[config.mk]
export PLATFORM = sky130hd
export DESIGN_NAME = m_rst_seq
export DESIGN_NICKNAME = d
export VERILOG_FILES = /design/src/rtl/m_rst_seq_pkg.sv /design/src/rtl/m_rst_seq_cnt.sv /design/src/rtl/m_rst_seq.sv
export SDC_FILE = /design/constraint.sdc
export NUM_CORES = 1
export LEC_CHECK = 0
export BUFFER_PORTS_ARGS = -buffer_cell sky130_fd_sc_hd__clkbuf_2
export CORE_MARGIN = 4
export CORE_UTILIZATION = 55
export DETAILED_ROUTE_END_ITERATION = 8
export PLACE_DENSITY = 0.83
export RECOVER_POWER = 50
export SETUP_SLACK_MARGIN = 0.2
export SYNTH_ARGS = -nofsm -noshare
export SYNTH_HDL_FRONTEND = slang
export SYNTH_SLANG_ARGS = --single-unit
[constraint.sdc]
create_clock -name CK -period 2.65 [get_ports CK]
set_input_delay 0.3975 -clock CK [delete_from_list [all_inputs] [get_ports CK]]
set_output_delay 0.3975 -clock CK [all_outputs]
set_load 0.02 [all_outputs]
[src/rtl/m_rst_seq_pkg.sv]
// m_rst_seq_pkg: state encoding and default parameters shared by m_rst_seq and its counter.
package m_rst_seq_pkg;
    typedef enum logic [2:0] {
        S_ASSERT   = 3'd0,
        S_HOLD     = 3'd1,
        S_RELEASE  = 3'd2,
        S_RUN      = 3'd3,
        S_SW_DRAIN = 3'd4
    } state_t;
    localparam int N_STAGES_DEF = 4;
    localparam int HOLD_CYC_DEF = 16;
    localparam int GAP_CYC_DEF  = 4;
    localparam int CNT_W_DEF    = 8;
endpackage

[src/rtl/m_rst_seq_cnt.sv]
// m_rst_seq_cnt: interval counter with synchronous clear, enable and terminal-match flag.
module m_rst_seq_cnt import m_rst_seq_pkg::*; #(
    parameter int CNT_W = CNT_W_DEF
) (
    input  logic             CK,
    input  logic             clr,
    input  logic             en,
    input  logic [CNT_W-1:0] term,
    output logic             match
);
    logic [CNT_W-1:0] cnt;
    always_ff @(posedge CK) begin
        if (clr) cnt <= '0;
        else if (en) cnt <= cnt + CNT_W'(1);
    end
    assign match = cnt == term;
endmodule

[src/rtl/m_rst_seq.sv]
// m_rst_seq: staged reset-release controller driving N active-low RN lines from flops.
// M_RST_SEQ_REV_ASSERT_EN: software sequences first drop the stages one by one in reverse order.
module m_rst_seq import m_rst_seq_pkg::*; #(
    parameter int N_STAGES = N_STAGES_DEF,
    parameter int HOLD_CYC = HOLD_CYC_DEF,
    parameter int GAP_CYC  = GAP_CYC_DEF,
    parameter int CNT_W    = CNT_W_DEF
) (
    input  logic                              CK,
    input  logic                              R,
    input  logic                              sw_rst_req,
    output logic                              sw_rst_ack,
    output logic [N_STAGES-1:0]               rst_n_out,
    output logic                              seq_done,
    output logic [$clog2(N_STAGES+1)-1:0]     stage_idx
);
    localparam int IW = $clog2(N_STAGES+1);
    localparam logic [CNT_W-1:0] HOLD_T = CNT_W'(HOLD_CYC - 1);
    localparam logic [CNT_W-1:0] GAP_T  = CNT_W'(GAP_CYC - 1);
    localparam logic [IW-1:0]    LAST   = IW'(N_STAGES - 1);
    if (N_STAGES < 1 || HOLD_CYC < 1 || GAP_CYC < 1 ||
        64'(HOLD_CYC) >= (64'd1 << CNT_W) || 64'(GAP_CYC) >= (64'd1 << CNT_W)) begin : g_param_err
        $error("m_rst_seq: illegal N_STAGES/HOLD_CYC/GAP_CYC/CNT_W combination");
    end
    state_t state, nstate;
    logic [IW-1:0] nidx;
    logic [N_STAGES-1:0] nrst;
    logic [CNT_W-1:0] term;
    logic armed, pend, narmed, npend, ndone, nack, clr, en, match, fin, acc;
    assign term = state == S_HOLD ? HOLD_T : GAP_T;
    m_rst_seq_cnt #(.CNT_W(CNT_W)) u_cnt (
        .CK(CK), .clr(clr), .en(en), .term(term), .match(match)
    );
    always_comb begin
        nstate = state;
        nidx   = stage_idx;
        ndone  = seq_done;
        npend  = pend;
        nack   = 1'b0;
        narmed = armed | ~sw_rst_req;
        en     = state != S_ASSERT && state != S_RUN;
        clr    = R | ~en;
        fin    = 1'b0;
        if (en && match) begin
            clr  = 1'b1;
            nidx = state == S_SW_DRAIN ? stage_idx - 1'b1 : stage_idx + 1'b1;
            fin  = state != S_SW_DRAIN && stage_idx == LAST;
            if (state == S_HOLD) nstate = S_RELEASE;
            if (state == S_SW_DRAIN && nidx == '0) nstate = S_HOLD;
        end
        if (state == S_ASSERT) nstate = S_HOLD;
        if (fin) begin
            nstate = S_RUN;
            ndone  = 1'b1;
            nack   = pend;
            npend  = 1'b0;
        end
        // a request still held when the last stage releases is taken on that same edge
        acc = sw_rst_req && armed && (state == S_RUN || fin);
        if (acc) begin
            clr    = 1'b1;
            narmed = 1'b0;
            npend  = 1'b1;
            nack   = 1'b0;
            ndone  = 1'b0;
`ifdef M_RST_SEQ_REV_ASSERT_EN
            nidx   = nidx - 1'b1;
            nstate = nidx == '0 ? S_HOLD : S_SW_DRAIN;
`else
            nidx   = '0;
            nstate = S_HOLD;
`endif
        end
        for (int i = 0; i < N_STAGES; i++) nrst[i] = i < int'(nidx);
    end
    always_ff @(posedge CK) begin
        if (R) begin
            state      <= S_ASSERT;
            rst_n_out  <= '0;
            stage_idx  <= '0;
            seq_done   <= 1'b0;
            sw_rst_ack <= 1'b0;
            armed      <= 1'b1;
            pend       <= 1'b0;
        end else begin
            state      <= nstate;
            rst_n_out  <= nrst;
            stage_idx  <= nidx;
            seq_done   <= ndone;
            sw_rst_ack <= nack;
            armed      <= narmed;
            pend       <= npend;
        end
    end
endmodule

==> flow_metrics.tcl, run 1 <==
set metrics [dict create \
    post-route-min-period_ps 2000 \
    ios 12 \
    place_inst 122 \
    whs_ps 328 \
    netlist_area_um2 916 \
    setup_viol 0 \
    fin_crit_sh_pct 75.4 \
    yosysMostFrequentCell "dfxtp_1" \
    crit_start "state[0]" \
    max_freq_ghz 0.501 \
    synthArstFlopShare_pct 0 \
    ff2ff_path_depth 6 \
    drtIter0Drc 24 \
    path_clk_slew_ps 110 \
    netlist.area_leader.share_pct 43.7 \
    slew-limit-headroom_pct 60.6 \
    fin_nets 120 \
    hold_class "in2reg" \
    wl_um 1610 \
    synth.distinct_cells 25 \
    cellLeakagePower_uw 0.000402 \
    ir_drop_uv 369 \
    timing_worst_slew_pin_value_ps 588 \
    hold_buffers 0 \
    cts_resized 0 \
    power.density_nw_per_um2 569 \
    hold_viol 0 \
    ys_ff_latch 20 \
    cp.required_ps 2830 \
    gp_congestion 0.771 \
    antenna_found_initial 0 \
    cts_max_level 1 \
    drt-pass1-iter-count 5 \
    max-cap-violations 0 \
    clk_latency_ps 300 \
    core_area_um2 1540 \
    cp_max_fo 10 \
    track_usage_pct 13.4 \
    drcViolationCount 0 \
    synthTopCellsByArea "dfxtp_1 44%, ha_1 8.2%, nor2_1 5.7%" \
    ant_nets 0 \
    cts-root-buf "clkbuf_4" \
    syn-mean-instance-area_um2 9.44 \
    status "completed" \
    fp.dieW_um 48.8 \
    drive_above_1_share_pct 9.09 \
    final_area_um2 1010 \
    start_kind "flop" \
    rsz0062_at_grt "false" \
    cts_tree "done" \
    routed-via-count 713 \
    worstHoldStart "R" \
    yosysSeqAreaShare_pct 43.7 \
    start_util_pct 59.4 \
    synthCells 97 \
    cts_sinks 20 \
    dpl_cell_area_um2 978 \
    fin_util_pct 65.8 \
    syn-num-nets 106 \
    die_area_um2 2380 \
    finalMaxSlewViolations 0 \
    r2r-start "state[0]" \
    viasPerCell 5.66 \
    io_buffers 11 \
    dp_hpwl_um 1190 \
    fin_skew_ps 2.56 \
    hold_depth 2 \
    synth_top_area_cell "dfxtp_1" \
    cp.arrival_ps 2180 \
    synth_edf_count 0 \
    grt_pass1_vias 627 \
    synth_common_cells "20 x dfxtp_1, 14 x nor2_1, 8 x inv_1, 7 x nand2_1, 6 x ha_1" \
    post_cts_buffers 0 \
    wl_per_cell_um 12.8 \
    crit_type "reg2reg" \
    synth_warnings 0 \
    diodes 0 \
    grt_pass1_wl_um 2590 \
    overflow 0 \
    clock_path_buffers 2 \
    cts_made_buffers 3 \
    end_kind "flop" \
    final_cell_count_no_fill 126 \
    grt_start_max_net_pins 13 \
    row_count 14 \
    dieHeight_um 48.8 \
    yosys_most_used_dff "dfxtp_1" \
    fin_setup_tns_ps 0 \
    final.fill_count 134 \
    syn_to_final_growth_pct 10.8 \
]
-- through the flow --
step	worst slack, ps	total power, uW
5_1_grt	496	593
3_5_place_dp	778	338
3_3_place_gp	818	337
6_report	653	577
4_1_cts	737	578
2_1_floorplan	961	331
-- per-layer routing --
layer	part of all wire (%)	GRT usage, %	wire length (um)
met4	1.4	6.73	23
met5	0	0	0
met1	44	15.7	713
met3	2.4	1.83	39
met2	52	23.5	831
-- cells by family (layout without fill, tap and decap cells) --
kind of cell    Yosys count  in the layout  synth area share, %
buf+inv                  10             23                 4.64
xor+xnor                  7              7                 6.69
flops                    20             20                 43.7
simple gates             36             36                 20.2
fa+ha+maj                 6              6                 8.20
mux                       2              2                 2.19
compound gates           16             16                 14.3
-- critical path, stage by stage, from the launching register on --
cell and delay (ps):
dfxtp_1 390, inv_1 60, ha_1 430, and3_1 210, o211ai_1 240, a21oi_2 440, nor2_1 110
-- final cells by class --
type	count	area, um^2	area share (%)
Multi-Input combinational cell	67	468	46.1
Sequential cell	20	400	39.5
Timing Repair Buffer	11	43.8	4.32
Clock inverter	1	30.0	2.96
Inverter	8	30.0	2.96
Clock buffer	3	22.5	2.22
Tap cell	16	20.0	1.97
-- where the power goes --
part           internal [uW]  switching [uW]  total, uW
Sequential               304            2.48        306
Clock                    153            92.8        246
Combinational           8.41            17.0       25.4
Total                    465             112        577
-- path summary, 6_finish.rpt --
path             endpoint  slack, ps
max          u_cnt.cnt[1]        650
min                  pend        330
max reg2reg  u_cnt.cnt[1]        650
min reg2reg    sw_rst_ack        440
-- sequential cells by signal (all words and copies together), names as in the netlist --
| name | flops |
|---|---|
| armed | 1 |
| pend | 1 |
| rst_n_out | 4 |
| seq_done | 1 |
| stage_idx | 2 |
| state | 2 |
| sw_rst_ack | 1 |
| u_cnt.cnt | 8 |
-- cell usage in the layout, fill, tap and decap left out --
cell type	Yosys	layout
xnor2_1	3	3
clkbuf_1	0	9
a221oi_1	1	1
ha_1	6	6
clkbuf_4	0	3
nand3_1	3	3
or3b_1	1	1
and3_1	2	2
o211ai_1	0	1
o2111ai_4	1	1
clkbuf_2	0	2
nand2_1	7	7
nand4_1	3	3
bufinv_16	0	1
nor3_2	1	1
a21oi_2	1	1
a311o_1	1	1
dfxtp_1	20	20
nor4_4	1	1
a21o_1	2	2
xor2_1	4	4
mux2i_1	2	2
inv_1	8	8
nor2_1	14	14
nor3_1	4	4
a21oi_1	5	5
a31oi_1	4	4
Power figures use the tool's default switching activity.
==> run 2: changes to the inputs <==
--- a/config.mk
+++ b/config.mk
@@ -7,9 +7,9 @@
 export LEC_CHECK = 0
 export BUFFER_PORTS_ARGS = -buffer_cell sky130_fd_sc_hd__clkbuf_2
 export CORE_MARGIN = 4
-export CORE_UTILIZATION = 55
+export CORE_UTILIZATION = 49
 export DETAILED_ROUTE_END_ITERATION = 8
-export PLACE_DENSITY = 0.83
+export PLACE_DENSITY = 0.78
 export RECOVER_POWER = 50
 export SETUP_SLACK_MARGIN = 0.2
 export SYNTH_ARGS = -nofsm -noshare
==> constraint.sdc (replaced) <==
create_clock -name CK -period 1.8 [get_ports CK]
set_input_delay 0.27 -clock CK [delete_from_list [all_inputs] [get_ports CK]]
set_output_delay 0.27 -clock CK [all_outputs]
set_load 0.02 [all_outputs]
==> flow_metrics.tcl, run 2 (synthesized netlist as in run 1, its figures left out) <==
set metrics [dict create \
    gp_congestion 0.800 \
    core_area_um2 1750 \
    row_count 15 \
    max-cap-violations 0 \
    cts_sinks 20 \
    post-route-min-period_ps 1630 \
    start_kind "flop" \
    ios 12 \
    layout_setup_ws_ps 172 \
    fin_setup_tns_ps 0 \
    cts-root-buf "clkbuf_4" \
    clock_path_buffers 2 \
    routed-via-count 766 \
    grt_pass1_vias 735 \
    fin_skew_ps 5.92 \
    cellLeakagePower_uw 0.000451 \
    setup_viol 0 \
    ff2ff_path_depth 6 \
    status "completed" \
    dp_hpwl_um 1220 \
    cts_max_level 1 \
    worstHoldStart "R" \
    finalMaxSlewViolations 0 \
    post-place-ws_ps 80.8 \
    track_usage_pct 16.0 \
    wl_um 1830 \
    antenna_found_initial 0 \
    dieHeight_um 51.2 \
    crit_type "reg2reg" \
    power.density_nw_per_um2 731 \
    viasPerCell 5.28 \
    crit_start "state[1]" \
    endpoint "rst_n_out[2]" \
    path_clk_slew_ps 110 \
    reg_top3 "u_cnt.cnt: 8 flops, rst_n_out: 4 flops" \
    clk_latency_ps 290 \
    wl_per_cell_um 12.6 \
    cp_slowest_stage_delay_ps 370 \
    crit_chain "inv_4 > ha_4 > and3_4 > o2111ai_4 > mux2i_2 > a31oi_1" \
    fin_crit_sh_pct 90.4 \
    largest_reg_flops 8 \
    cp.required_ps 1980 \
    hold_class "in2reg" \
    fin_nets 130 \
    r2r-end "rst_n_out[2]" \
    r2r-start "state[1]" \
    timing_worst_slew_pin_value_ps 448 \
    largest-register "u_cnt.cnt" \
    ant_nets 0 \
    rsz0062_at_grt "true" \
    cp.arrival_ps 1810 \
    drcViolationCount 0 \
    overflow 0 \
    hold_viol 0 \
    drive_above_1_share_pct 26.7 \
    cp_max_fo 7 \
    die_area_um2 2630 \
    final_cell_mix "17 x dfxtp_1, 14 x nor2_1, 8 x clkbuf_1, 8 x buf_4, 7 x nand2_1" \
    final_common_cell "dfxtp_1" \
    crit_path_top_delay_cell "dfxtp_2" \
    drtIter0Drc 0 \
    cts_tree "done" \
    io_buffers 11 \
    max_freq_ghz 0.614 \
    ir_drop_uv 684 \
    diodes 0 \
    slew-limit-headroom_pct 70.1 \
    r2r_setup_slack_ps 170 \
    grt_pass1_wl_um 3190 \
    hold_buffers 0 \
    whs_ps 213 \
    fp.dieW_um 51.2 \
    syn_to_final_growth_pct 30.1 \
    end_kind "flop" \
    cts_made_buffers 3 \
    start_util_pct 52.5 \
    grt_start_max_net_pins 13 \
    drt-pass1-iter-count 1 \
]
==> run 2: cell count changes in the layout (fill, tap and decap cells not counted), sizes merged <==
| cell | before | now |
|---|---|---|
| buf | 0 | 9 |
| a21oi | 6 | 7 |
==> run 2: metrics by stage <==
step | power, uW | instances | util, % | instance area [um^2]
after floorplan | 496 | 97 | - | 966
after global placement | 508 | 135 | 61.1 | 1070
after detailed placement | 509 | 135 | 61.1 | 1070
after CTS | 869 | 141 | 66.4 | 1160
after global routing | 910 | 145 | 68.2 | 1190
final | 871 | 145 | 68.2 | 1190
==> run 2: how the worst min path moves through the flow <==
stage,slack (ps),end,cells after the start
after floorplan,330,state[0],1
final,210,state[0],2
after CTS,210,state[0],2
after global placement,430,sw_rst_ack,2
after detailed placement,430,sw_rst_ack,2
after global routing,220,state[0],2
==> run 2: cell type report <==
type | count | area [um^2]
clock inverter | 1 | 30.0
multi-input combinational | 68 | 552
sequential | 20 | 407
clock buffer | 3 | 22.5
tap | 25 | 31.3
inverter | 8 | 32.5
timing repair buffer | 20 | 116
fill | 140 | 554
==> run 2: layer usage <==
layer,wire length [um],up-vias,global-route usage [%]
met5,0,-,0
met4,29,0,5.24
met3,38,5,3.79
met2,946,11,29.2
met1,811,366,18.1
li1,-,384,-
==> run 2: where the power goes <==
part	leakage [uW]	total, uW	switching [uW]	internal [uW]
clock network	0.0000279	358	133	225
logic	0.000259	60.7	33.7	27.0
registers	0.000163	452	5.50	447
total	0.000451	871	172	699
==> run 2: timing repair <==
item	in CTS	in global routing
setup buffers	1	4
gates resized for setup	6	5
gates cloned	1	0
setup endpoints to repair	13	19
pin swaps	3	11
==> run 2: critical path: cells and delay by family (launching register included) <==
family	cells	cell delay (ps)
AOI/OAI and AO/OA	2	420
adders and majority gates	1	160
buffers and inverters	1	50
DFF	1	370
muxes	1	320
and+or+nand+nor	1	200
